--- src/rtl/mem_access.sv ---
// rtl/mem_access.sv - pipeline memory stage: single-outstanding data bus access, load alignment, misalign detection
package mem_pkg;
    typedef enum logic [1:0] {
        MEM_NONE  = 2'd0,
        MEM_LOAD  = 2'd1,
        MEM_STORE = 2'd2
    } mem_op_t;

    typedef enum logic [3:0] {
        EXCEPT_NONE           = 4'd0,
        EXCEPT_LOAD_MISALIGN  = 4'd4,
        EXCEPT_STORE_MISALIGN = 4'd6
    } except_code_t;

    typedef struct packed {
        mem_op_t    mem_op;
        logic [1:0] mem_size;
        logic       mem_unsigned;
        logic [4:0] rd;
    } decode_t;

    typedef struct packed {
        logic         valid;
        except_code_t code;
    } except_t;

    typedef struct packed {
        logic        valid;
        logic [31:0] pc;
        decode_t     decode;
        except_t     except;
    } issued_instr_t;

    typedef logic [31:0] reg_data_t;
endpackage

module mem_access
    import mem_pkg::*;
(
    input  logic          i_clk,
    input  logic          i_rst_n,
    input  logic          i_flush,
    input  issued_instr_t i_instr,
    input  logic [31:0]   i_data,
    input  logic [31:0]   i_store_data,
    output logic          o_stall,
    output issued_instr_t o_instr,
    output logic [31:0]   o_data,
    output logic          o_dbus_req,
    output logic          o_dbus_we,
    output logic [31:0]   o_dbus_addr,
    output logic [3:0]    o_dbus_be,
    output logic [31:0]   o_dbus_wdata,
    input  logic          i_dbus_ack,
    input  logic [31:0]   i_dbus_rdata
);

    typedef enum logic {
        IDLE = 1'b0,
        WAIT = 1'b1
    } state_t;

    state_t        state_q, state_d;
    issued_instr_t out_instr_q, out_instr_d;
    reg_data_t     out_data_q, out_data_d;
    issued_instr_t hold_instr_q, hold_instr_d;
    logic [31:0]   hold_addr_q, hold_addr_d;
    logic          bus_we_q, bus_we_d;
    logic [31:0]   bus_addr_q, bus_addr_d;
    logic [3:0]    bus_be_q, bus_be_d;
    logic [31:0]   bus_wdata_q, bus_wdata_d;

    function automatic logic is_misaligned(input logic [1:0] size, input logic [1:0] off);
        case (size)
            2'd0:    is_misaligned = 1'b0;
            2'd1:    is_misaligned = off[0];
            default: is_misaligned = (off != 2'b00);
        endcase
    endfunction

    function automatic logic [3:0] byte_enables(input logic [1:0] size, input logic [1:0] off);
        case (size)
            2'd0:    byte_enables = 4'b0001 << off;
            2'd1:    byte_enables = 4'b0011 << off;
            default: byte_enables = 4'b1111;
        endcase
    endfunction

    function automatic logic [31:0] lane_data(input logic [1:0] size, input logic [31:0] sd);
        case (size)
            2'd0:    lane_data = {4{sd[7:0]}};
            2'd1:    lane_data = {2{sd[15:0]}};
            default: lane_data = sd;
        endcase
    endfunction

    function automatic logic [31:0] load_align(input logic [31:0] rdata, input logic [1:0] off,
                                               input logic [1:0] size, input logic zext);
        logic [7:0]  b;
        logic [15:0] h;
        case (off)
            2'd0:    b = rdata[7:0];
            2'd1:    b = rdata[15:8];
            2'd2:    b = rdata[23:16];
            default: b = rdata[31:24];
        endcase
        h = off[1] ? rdata[31:16] : rdata[15:0];
        case (size)
            2'd0:    load_align = zext ? {24'd0, b} : {{24{b[7]}}, b};
            2'd1:    load_align = zext ? {16'd0, h} : {{16{h[15]}}, h};
            default: load_align = rdata;
        endcase
    endfunction

    logic in_is_mem;
    assign in_is_mem = i_instr.valid && !i_instr.except.valid &&
                       (i_instr.decode.mem_op == MEM_LOAD || i_instr.decode.mem_op == MEM_STORE);

    always_comb begin
        state_d      = state_q;
        out_instr_d  = '0;
        out_data_d   = '0;
        hold_instr_d = hold_instr_q;
        hold_addr_d  = hold_addr_q;
        bus_we_d     = bus_we_q;
        bus_addr_d   = bus_addr_q;
        bus_be_d     = bus_be_q;
        bus_wdata_d  = bus_wdata_q;

        if (i_flush) begin
            state_d = IDLE;
        end else begin
            case (state_q)
                IDLE: begin
                    if (!in_is_mem) begin
                        out_instr_d = i_instr;
                        out_data_d  = i_data;
                    end else if (is_misaligned(i_instr.decode.mem_size, i_data[1:0])) begin
                        out_instr_d              = i_instr;
                        out_instr_d.except.valid = 1'b1;
                        out_instr_d.except.code  = (i_instr.decode.mem_op == MEM_LOAD) ?
                                                   EXCEPT_LOAD_MISALIGN : EXCEPT_STORE_MISALIGN;
                        out_data_d               = i_data;
                    end else begin
                        // Bus fields are captured here so they stay stable for the whole request.
                        hold_instr_d = i_instr;
                        hold_addr_d  = i_data;
                        bus_we_d     = (i_instr.decode.mem_op == MEM_STORE);
                        bus_addr_d   = {i_data[31:2], 2'b00};
                        bus_be_d     = byte_enables(i_instr.decode.mem_size, i_data[1:0]);
                        bus_wdata_d  = lane_data(i_instr.decode.mem_size, i_store_data);
                        state_d      = WAIT;
                    end
                end
                WAIT: begin
                    if (i_dbus_ack) begin
                        out_instr_d = hold_instr_q;
                        out_data_d  = bus_we_q ? hold_addr_q :
                                      load_align(i_dbus_rdata, hold_addr_q[1:0],
                                                 hold_instr_q.decode.mem_size,
                                                 hold_instr_q.decode.mem_unsigned);
                        state_d     = IDLE;
                    end
                end
                default: state_d = IDLE;
            endcase
        end
    end

    always_ff @(posedge i_clk) begin
        if (!i_rst_n) begin
            state_q      <= IDLE;
            out_instr_q  <= '0;
            out_data_q   <= '0;
            hold_instr_q <= '0;
            hold_addr_q  <= '0;
            bus_we_q     <= 1'b0;
            bus_addr_q   <= '0;
            bus_be_q     <= '0;
            bus_wdata_q  <= '0;
        end else begin
            state_q      <= state_d;
            out_instr_q  <= out_instr_d;
            out_data_q   <= out_data_d;
            hold_instr_q <= hold_instr_d;
            hold_addr_q  <= hold_addr_d;
            bus_we_q     <= bus_we_d;
            bus_addr_q   <= bus_addr_d;
            bus_be_q     <= bus_be_d;
            bus_wdata_q  <= bus_wdata_d;
        end
    end

    assign o_stall      = (state_q == WAIT);
    assign o_dbus_req   = (state_q == WAIT) && !i_flush;
    assign o_instr      = out_instr_q;
    assign o_data       = out_data_q;
    assign o_dbus_we    = bus_we_q;
    assign o_dbus_addr  = bus_addr_q;
    assign o_dbus_be    = bus_be_q;
    assign o_dbus_wdata = bus_wdata_q;

endmodule

--- config.mk ---
export PLATFORM = sky130hd
export DESIGN_NAME = mem_access
export DESIGN_NICKNAME = d
export VERILOG_FILES = /design/src/rtl/mem_access.sv
export SDC_FILE = /design/constraint.sdc
export NUM_CORES = 1
export LEC_CHECK = 0
export CORE_MARGIN = 3
export CORE_UTILIZATION = 55
export CTS_CLUSTER_DIAMETER = 120
export CTS_CLUSTER_SIZE = 10
export DETAILED_ROUTE_END_ITERATION = 6
export DONT_BUFFER_PORTS = 1
export PLACE_DENSITY = 0.84
export SYNTH_ARGS = -nofsm -noshare
export SYNTH_HDL_FRONTEND = slang
export SYNTH_SLANG_ARGS = --single-unit
--- constraint.sdc ---
create_clock -name i_clk -period 1.6 [get_ports i_clk]
set_input_delay 0.16 -clock i_clk [delete_from_list [all_inputs] [get_ports i_clk]]
set_output_delay 0.16 -clock i_clk [all_outputs]
set_load 0.03 [all_outputs]
==> flow_summary.json <==
{
  "critPathRequiredTime_ns": 1.91,
  "synth_top_area_share_pct": 46.0,
  "drc": 1,
  "ys_seq_area_share_pct": 46.0,
  "tns_ns": -0.0509,
  "setup_viol": 5,
  "hold_path.class": "primary input to flip-flop",
  "antenna_found_initial": 1,
  "ctsHoldBuffers": 114,
  "drv_slew": 0,
  "area_growth_pct": 25.5,
  "post-route-min-period_ns": 1.62,
  "max_freq_mhz": 618,
  "gp_congestion": 0.945,
  "grt_first_pass_wirelength_mm": 45.0,
  "maxCapViolCount": 0,
  "fill_cells": 1072,
  "synth_commonest_cells": "nand2_1, dfxtp_1, nor2_1",
  "drtIter0Drc": 770,
  "cts_made_buffers": 17,
  "yosys-top-cells-area": "dfxtp_1, nand2_1, a21boi_0",
  "placedCellCount": 1175,
  "hold_viol_final": 117,
  "worstSetupEndpointType": "flip-flop",
  "antenna_left": 0,
  "irDropWorstVdd_mv": 0.786,
  "synth.most_common_cell": "nand2_1",
  "crit_arrival_ns": 1.93,
  "cts_tree": "yes",
  "p_leak_nw": 4.24,
  "core_um2": 15300,
  "grt_overflow": 0,
  "clkTransAtPathRegs_ns": 0.08,
  "dieWidth_um": 131,
  "htreeDepth": 4,
  "wl_per_cell_um": 22.4,
  "rsz0062_at_grt": "yes",
  "grt_max_degree": 119,
  "num_rows": 45,
  "status": "complete, but fails checks",
  "syn_area_per_cell_um2": 8.48,
  "ys_async_sr_fraction_pct": 0,
  "worst_slew_pin_slew_ns": 0.651,
  "skew_ns": 0.0111,
  "hold_slack_ns": -0.112,
  "layout-drive-gt1-share_pct": 12.1,
  "multiInputGateArea_um2": 4160,
  "port_buffers": 0,
  "finalPower_mw": 10.6,
  "clk_latency_ns": 0.42,
  "place_hpwl_mm": 17.7,
  "final_nets": 1251,
  "grtUsageMet2_pct": 54.1,
  "cts_root_buf": "clkbuf_16",
  "layoutNonFillerInstCount": 1326,
  "max-clock-path-buffers": 2,
  "start_kind": "flip-flop",
  "yosysTopAreaCell": "dfxtp_1",
  "routed_via_density": 6.29,
  "syn_area_um2": 8620,
  "ys_ff_latch": 198,
  "wl_mm": 29.7,
  "die-height_um": 131,
  "power_density_nw_per_um2": 977,
  "track_usage_pct": 32.1,
  "ys_types": 50,
  "layout.area.seq_um2": 3970,
  "start_util_pct": 56.5,
  "grt_pass1_vias": 8245,
  "cts_num_sinks": 198,
  "die_area_um2": 17200,
  "dr.pass1.iters": 7,
  "critical_path.max_fanout": 13,
  "busiest_layer": "met2",
  "pin_count": 299,
  "ys_warn_count": 0,
  "critPathKind": "flip-flop to flip-flop",
  "layout_setup_ws_ns": -0.0170,
  "fin_crit_sh_pct": 101,
  "synthFlopType": "dfxtp_1",
  "vias": 8337,
  "synth_edf_count": 0,
  "met1_usage_pct": 35.4,
  "grt_use_met3_pct": 10.9,
  "max-slew-margin-rel_pct": 56.5,
  "violations": "design-rule violations, negative hold slack, negative setup slack",
  "postSynthCellCount": 1017
}
==> layout by cell type, fill, tap and decap left out, types with 7 or more instances in the layout <==
master	count
inv_1	8
clkbuf_16	18
nand3_1	17
buf_6	7
nor2b_1	18
o21ai_1	16
a21oi_1	25
buf_4	47
o221ai_1	13
a22oi_1	42
nand2_1	228
dfxtp_1	197
o211ai_1	10
o21ai_0	20
mux2i_1	16
dlygate4sd3_1	114
o211a_1	18
a21boi_1	33
a21boi_0	62
buf_12	11
nor3_1	20
nor2_1	69
mux2_2	11
a32oi_1	17
==> path summary, 6_finish.rpt <==
path / startpoint / to / slack [ns] / depth (start not counted)
max reg2reg: hold_addr_q[1]$_SDFFE_PN0P_ / o_data[5]$_SDFF_PP0_ / -0.02 / 5
min reg2reg: hold_instr_q[33]$_SDFFE_PN0P_ / hold_instr_q[33]$_SDFFE_PN0P_ / 0.45 / 2
max: hold_addr_q[1]$_SDFFE_PN0P_ / o_data[5]$_SDFF_PP0_ / -0.02 / 5
min: i_rst_n / hold_addr_q[9]$_SDFFE_PN0P_ / -0.11 / 1
==> layer usage <==
layer | share of wire (%) | vias to the layer above
li1 | - | 3672
met5 | 0.040 | -
met3 | 11 | 150
met2 | 48 | 612
met4 | 5.9 | 2
met1 | 35 | 3901
==> worst max-delay path, cell delays in order (launching register included) <==
cell      delay (ns)
dfxtp_2         0.35
buf_4           0.20
mux2_2          0.38
mux2_2          0.29
o221ai_1        0.19
nand3_1         0.09
==> where the power goes <==
group / internal, mW / switching, mW
registers: 5.06 / 0.315
logic: 0.494 / 0.468
clock network: 2.26 / 1.98
==> state kept, by name, summed over array words and instances (netlist names) <==
signal and flops:
o_dbus_wdata 32, hold_instr_q 48, o_dbus_we 1, o_data 32, o_dbus_be 4, hold_addr_q 32
o_stall 1, o_instr 48
==> stage by stage <==
| step | hold slack, ns | cell area, um^2 | utilization [%] | worst slack (ns) |
|---|---|---|---|---|
| after floorplan | 0.269 | 8700 | - | -0.00475 |
| after global placement | 0.275 | 8960 | 58.7 | -0.0144 |
| after detailed placement | 0.275 | 8960 | 58.7 | -0.0977 |
| after CTS | -0.140 | 10700 | 70.1 | 0.000502 |
| after global routing | -0.126 | 10800 | 70.9 | -0.0663 |
| final | -0.112 | 10800 | 70.9 | -0.0170 |
==> area by class of cell <==
cell class | instances | share of cell area [%]
inverter | 9 | 0.312
tap | 211 | 2.44
antenna | 1 | 0.0231
timing repair buffer | 180 | 16.8
sequential | 198 | 36.6
clock buffer | 21 | 4.16
multi-input combinational | 695 | 38.4
clock inverter | 11 | 1.24
==> what timing repair did <==
action | 4_1_cts | 5_1_grt
gates resized for setup | 7 | 31
endpoints found under the setup margin | 22 | 32
setup buffers | 0 | 1
pin swaps | 1 | 3
endpoints found under the hold margin | 195 | 117
cloned | 0 | 3
==> cell families after synthesis <==
logic type	Yosys count	share of synthesized area, %
other	1	0.0435
AND/OR/NAND/NOR	374	18.3
buffers and inverters	126	7.50
multiplexers	29	3.55
AO/OA/AOI/OAI	287	24.4
flip-flops	198	46.0
adder cells (fa/ha/maj)	2	0.290
(Power assumes the default switching activity.)
